[config.mk]
export PLATFORM = sky130hd
export DESIGN_NAME = alu_seq
export DESIGN_NICKNAME = d
export VERILOG_FILES = /design/src/rtl/alu_defs.sv /design/src/rtl/alu_comb.sv /design/src/rtl/alu_seq.sv
export SDC_FILE = /design/constraint.sdc
export NUM_CORES = 1
export LEC_CHECK = 0
export ABC_CLOCK_PERIOD_IN_PS = 5400
export CORE_ASPECT_RATIO = 0.6
export CORE_MARGIN = 1.5
export CORE_UTILIZATION = 34
export DETAILED_ROUTE_END_ITERATION = 6
export DONT_BUFFER_PORTS = 1
export PLACE_DENSITY = 0.49
export SETUP_SLACK_MARGIN = 0.02
export SYNTH_ARGS = -nofsm -noshare
export SYNTH_HDL_FRONTEND = slang
export SYNTH_SLANG_ARGS = --single-unit
[constraint.sdc]
create_clock -name clk -period 5.4 [get_ports clk]
set_clock_uncertainty 0.05 [all_clocks]
set_input_delay 0.54 -clock clk [delete_from_list [all_inputs] [get_ports clk]]
set_output_delay 0.54 -clock clk [all_outputs]
set_load 0.01 [all_outputs]
[src/rtl/alu_defs.sv]
// Shared opcode constants and FSM encodings for the sequential execute unit.
// The R-type controller imports the same constants so both add codes stay in sync.
package alu_defs;

   localparam int unsigned OP_W = 4;

   localparam logic [OP_W-1:0] ALUOP_SLL     = 4'h0;
   localparam logic [OP_W-1:0] ALUOP_SRL     = 4'h2;
   localparam logic [OP_W-1:0] ALUOP_SRA     = 4'h3;
   localparam logic [OP_W-1:0] ALUOP_SLT     = 4'h5;
   localparam logic [OP_W-1:0] ALUOP_ADD     = 4'h8;
   localparam logic [OP_W-1:0] ALUOP_SUB     = 4'hA;
   localparam logic [OP_W-1:0] ALUOP_ADD_ALT = 4'hB;
   localparam logic [OP_W-1:0] ALUOP_AND     = 4'hC;
   localparam logic [OP_W-1:0] ALUOP_OR      = 4'hD;
   localparam logic [OP_W-1:0] ALUOP_NOR     = 4'hF;

   typedef enum logic [1:0] {
      ST_IDLE  = 2'd0,
      ST_SHIFT = 2'd1,
      ST_DONE  = 2'd2
   } state_t;

   function automatic logic is_shift(input logic [OP_W-1:0] op);
      return (op == ALUOP_SLL) || (op == ALUOP_SRL) || (op == ALUOP_SRA);
   endfunction

   function automatic logic is_legal(input logic [OP_W-1:0] op);
      return is_shift(op) || (op == ALUOP_SLT) || (op == ALUOP_ADD) ||
             (op == ALUOP_ADD_ALT) || (op == ALUOP_SUB) || (op == ALUOP_AND) ||
             (op == ALUOP_OR) || (op == ALUOP_NOR);
   endfunction

endpackage

[src/rtl/alu_comb.sv]
// Single-cycle function unit for every non-shift op; unsupported codes yield zero.
module alu_comb
   import alu_defs::*;
#(
   parameter int unsigned WIDTH = 32
) (
   input  logic [OP_W-1:0]  aluop,
   input  logic [WIDTH-1:0] a,
   input  logic [WIDTH-1:0] b,
   output logic [WIDTH-1:0] result_c,
   output logic             ovf_c
);

   logic [WIDTH-1:0] b_neg;
   logic [WIDTH-1:0] sum;
   logic [WIDTH-1:0] diff;

   assign b_neg = ~b + WIDTH'(1);
   assign sum   = a + b;
   assign diff  = a + b_neg;

   // Overflow: operands agree in sign but the wrapped result does not.
   always_comb begin
      result_c = '0;
      ovf_c    = 1'b0;
      case (aluop)
         ALUOP_ADD, ALUOP_ADD_ALT: begin
            result_c = sum;
            ovf_c    = (a[WIDTH-1] == b[WIDTH-1]) && (sum[WIDTH-1] != a[WIDTH-1]);
         end
         ALUOP_SUB: begin
            result_c = diff;
            ovf_c    = (a[WIDTH-1] == b_neg[WIDTH-1]) && (diff[WIDTH-1] != a[WIDTH-1]);
         end
         ALUOP_SLT: result_c = WIDTH'($signed(a) < $signed(b));
         ALUOP_AND: result_c = a & b;
         ALUOP_OR:  result_c = a | b;
         ALUOP_NOR: result_c = ~(a | b);
         default:   result_c = '0;
      endcase
   end

endmodule

[src/rtl/alu_seq.sv]
// Multi-cycle execute unit: one-cycle logic/arith ops, serial one-bit-per-cycle shifts,
// valid/ready handshake on both sides.
module alu_seq
   import alu_defs::*;
#(
   parameter int unsigned WIDTH = 32,
   parameter int unsigned SHW   = 5
) (
   input  logic             clk,
   input  logic             rst,
   input  logic             in_valid,
   output logic             in_ready,
   input  logic [OP_W-1:0]  aluop,
   input  logic [WIDTH-1:0] a,
   input  logic [WIDTH-1:0] b,
   input  logic [SHW-1:0]   shamt,
   output logic             out_valid,
   input  logic             out_ready,
   output logic [WIDTH-1:0] result,
   output logic             zero,
   output logic             ovf,
   output logic             bad_op
);

   state_t           state_q, state_d;
   logic [OP_W-1:0]  op_q, op_d;
   logic [WIDTH-1:0] acc_q, acc_d;
   logic [SHW-1:0]   cnt_q, cnt_d;
   logic [WIDTH-1:0] result_d;
   logic             zero_d, ovf_d, bad_op_d;

   logic [WIDTH-1:0] comb_res;
   logic             comb_ovf;

   alu_comb #(.WIDTH(WIDTH)) u_comb (
      .aluop    (aluop),
      .a        (a),
      .b        (b),
      .result_c (comb_res),
      .ovf_c    (comb_ovf)
   );

   always_comb begin
      state_d  = state_q;
      op_d     = op_q;
      acc_d    = acc_q;
      cnt_d    = cnt_q;
      result_d = result;
      zero_d   = zero;
      ovf_d    = ovf;
      bad_op_d = bad_op;
      case (state_q)
         ST_IDLE: begin
            if (in_valid && in_ready) begin
               op_d = aluop;
               if (is_shift(aluop)) begin
                  acc_d   = b;
                  cnt_d   = shamt;
                  state_d = ST_SHIFT;
               end else begin
                  result_d = comb_res;
                  zero_d   = (comb_res == '0);
                  ovf_d    = comb_ovf;
                  bad_op_d = !is_legal(aluop);
                  state_d  = ST_DONE;
               end
            end
         end
         // One bit position per cycle; the count reaching zero publishes the accumulator.
         ST_SHIFT: begin
            if (cnt_q == '0) begin
               result_d = acc_q;
               zero_d   = (acc_q == '0);
               ovf_d    = 1'b0;
               bad_op_d = 1'b0;
               state_d  = ST_DONE;
            end else begin
               case (op_q)
                  ALUOP_SLL: acc_d = {acc_q[WIDTH-2:0], 1'b0};
                  ALUOP_SRL: acc_d = {1'b0, acc_q[WIDTH-1:1]};
                  default:   acc_d = {acc_q[WIDTH-1], acc_q[WIDTH-1:1]};
               endcase
               cnt_d = cnt_q - SHW'(1);
            end
         end
         ST_DONE: begin
            if (out_ready) state_d = ST_IDLE;
         end
         default: state_d = ST_IDLE;
      endcase
   end

   always_ff @(posedge clk) begin
      if (rst) begin
         state_q   <= ST_IDLE;
         op_q      <= '0;
         acc_q     <= '0;
         cnt_q     <= '0;
         result    <= '0;
         zero      <= 1'b1;
         ovf       <= 1'b0;
         bad_op    <= 1'b0;
         in_ready  <= 1'b1;
         out_valid <= 1'b0;
      end else begin
         state_q   <= state_d;
         op_q      <= op_d;
         acc_q     <= acc_d;
         cnt_q     <= cnt_d;
         result    <= result_d;
         zero      <= zero_d;
         ovf       <= ovf_d;
         bad_op    <= bad_op_d;
         in_ready  <= (state_d == ST_IDLE);
         out_valid <= (state_d == ST_DONE);
      end
   end

endmodule

==> flow_summary.json <==
{
  "ys.flop_type": "dfxtp_1",
  "final_core_util_pct": 36.0,
  "synth_top_area_cell": "ha_1",
  "synth.ff_latch_count": 80,
  "cts_tree": "built",
  "yosysSeqAreaShare_pct": 14.9,
  "clockRootBuffer": "clkbuf_16",
  "ant_nets": 0,
  "worst-r2r-setup-slack_ns": 2.01,
  "synthDistinctLibCells": 90,
  "rows": 50,
  "drc_errors": 0,
  "crit_path_start_kind": "input pin",
  "max_stage_delay_ns": 0.66,
  "cp_slowest_cell": "nor4_1",
  "synthToLayoutAreaGrowth_pct": 4.26,
  "synth_edf_count": 0,
  "nFillCells": 3415,
  "fp.dieW_um": 233,
  "nNetsFinal": 1604,
  "grt_usage_pct": 26.0,
  "start_util_pct": 34.5,
  "wl_met2_um": 16300,
  "maxSlewViolCount": 0,
  "met3_length_um": 4310,
  "path_class": "in2reg",
  "hold_buffers": 0,
  "hold_viol": 0,
  "layout_commonest_cell": "nor2_1",
  "first_iter_violations": 1302,
  "die_h_um": 141,
  "postCtsResizedCells": 0,
  "cts.clk_slew.worst_paths_ns": 0.07,
  "setup_viol": 0,
  "syn_nets": 1667,
  "synthTopCellsByArea": "ha_1 (16%), dfxtp_1 (15%), xnor2_1 (7.3%), nor2_1 (6.8%), a21oi_1 (6.7%)",
  "reg2reg_depth": 13,
  "pre_cts_ws_ns": 0.0776,
  "cp.arrival_ns": 5.37,
  "gp_congestion": 0.973,
  "required_ns": 5.63,
  "crit_top_cell": "nand4_1",
  "outcome": "finished clean",
  "grt_pass1_wl_um": 64500,
  "wl_per_cell_um": 23.6,
  "htree_levels": 3,
  "routed_via_density": 6.01,
  "diodes": 0,
  "crit_fanout": 7,
  "wl_um": 42800,
  "setup_tns_ns": 0,
  "syn_area_per_cell_um2": 7.39,
  "cts_buffers": 9,
  "crit_chain": "inv_1 > nand4_1 > nor4_1 > nand2_1 > nor2_1 > nand4_1 > xnor2_1 > ha_1 > a21oi_1 > o21bai_1 > o21ai_0 > a21oi_1 > a211oi_1 > o311ai_0 > a311oi_2 > and4_1 > nand4_1 > o31ai_2",
  "portBuffers": 0,
  "period_needed_ns": 5.15,
  "mostFrequentLayoutCells": "nor2_1 (192), a21oi_1 (142), ha_1 (134)",
  "grt_pass1_vias": 9857,
  "dp_hpwl_um": 33900,
  "wl_met1_um": 21600,
  "min_to": "result[0]$_SDFFE_PP0P_",
  "peakVddDrop_mv": 0.163,
  "p_leak_uw": 0.00457,
  "drive_above_1_share_pct": 5.59,
  "cellPowerDensity_nw_per_um2": 202,
  "core_um2": 31200,
  "clk_latency_ns": 0.36,
  "min_from": "rst",
  "vias": 10893,
  "cts_sinks": 80,
  "finalWorstSetupSlack_ns": 0.252,
  "io_pins": 114,
  "rsz0062_at_grt": "false",
  "maxCapViolCount": 0,
  "post-cts-setup-buffer-count": 0,
  "dr.pass1.iters": 6,
  "cts_buffer_depth": 2,
  "worstSetupEndpointType": "flip-flop",
  "tightest_slew_ns": 1.25,
  "r2r_start": "cnt_q[0]$_SDFFE_PP0P_",
  "syn_area_um2": 10700,
  "async_flop_share_pct": 0,
  "hold_class": "in2reg",
  "slew_headroom_pct": 16.5,
  "worstSetupStartpoint": "b[7]",
  "grt_start_max_net_pins": 80,
  "synthCells": 1454,
  "die-area_um2": 32700,
  "max_freq_mhz": 194,
  "yosysWarnings": 0,
  "grt-ovfl-total": 0,
  "hold_depth": 1,
  "rr_endpoint": "zero$_SDFFE_PP1P_",
  "dr.max_layer_used": "met4",
  "synth_top_area_share_pct": 15.6,
  "post-route-period-util_pct": 95.3,
  "antenna_found_initial": 0
}
==> cell families after synthesis <==
| kind of cell | after synthesis | share of synthesized area (%) |
|---|---|---|
| xor gates and xnor gates | 101 | 8.23 |
| DFF | 80 | 14.9 |
| muxes | 36 | 3.35 |
| adders and majority gates | 136 | 16.0 |
| buffers and inverters | 185 | 8.15 |
| and+or+nand+nor | 470 | 21.0 |
| AOI/OAI and AO/OA | 446 | 28.4 |
==> power by group <==
group	switching (µW)	internal [µW]
registers	44.4	623
clock network	268	339
logic	617	373
==> synthesized netlist by cell type, drive strengths merged, types with 9 or more instances <==
cell type and number:
a22oi 29, nand3 35, inv 94, nand4 26, a211oi 57, xnor2 89, a22o 11, nor2 194
or3 9, o21bai 12, mux2i 36, and3 11, ha 134, nand2 82, o31ai 9, o21a 10
a222oi 10, o22ai 9, dfxtp 80, o21ai 48, nor2b 9, a21o 16, nor3 36, clkbuf 73
xor2 12, a31oi 10, nor4 18, buf 18, nand2b 15, a21oi 149
==> cell type report <==
cell class,instances,area [µm²],share of cell area [%]
well taps,416,520,4.64
flip-flops and latches,80,1600,14.3
inverters,94,353,3.15
clock inverters,5,40.0,0.357
multi-input cells,1189,8310,74.2
clock buffers,11,253,2.26
repair buffers,17,128,1.14
==> how the worst max path moves through the flow <==
stage / depth (start not counted) / endpoint / slack [ns]
2_1_floorplan: 20 / zero$_SDFFE_PP1P_ / 1.18
3_3_place_gp: 18 / zero$_SDFFE_PP1P_ / 0.17
5_1_grt: 18 / zero$_SDFFE_PP1P_ / 0.04
3_5_place_dp: 19 / zero$_SDFFE_PP1P_ / 0.08
6_report: 18 / zero$_SDFFE_PP1P_ / 0.25
4_1_cts: 19 / zero$_SDFFE_PP1P_ / 0.43
==> metrics by stage <==
step / hold slack, ns / total power (µW) / cells / area, µm²
after floorplan: 0.379 / 1410 / 1454 / 10700
after detailed placement: 0.388 / 1640 / 1796 / 10900
final: 0.216 / 2260 / 1812 / 11200
after CTS: 0.192 / 2260 / 1812 / 11200
after global placement: 0.386 / 1650 / 1796 / 10900
after global routing: 0.191 / 2400 / 1812 / 11200
==> critical path: cells and delay by family <==
family,cells,cell delay [ns]
buf+inv,1,0.15
xor+xnor,1,0.19
compound gates,8,1.99
fa+ha+maj,1,0.39
simple gates,7,2.11
==> metal layers <==
metal	vias up	track usage, %
li1	5146	-
met1	5254	40.8
met2	458	34.3
met3	35	7.32
met4	0	4.21
met5	-	0
==> sequential cells by signal, summed over array words and instances, names as in the netlist <==
| name | flops |
|---|---|
| cnt_q | 5 |
| op_q | 4 |
| out_valid | 1 |
| zero | 1 |
| bad_op | 1 |
| state_q | 2 |
| in_ready | 1 |
| acc_q | 32 |
| ovf | 1 |
| result | 32 |
(Power assumes the default switching activity.)
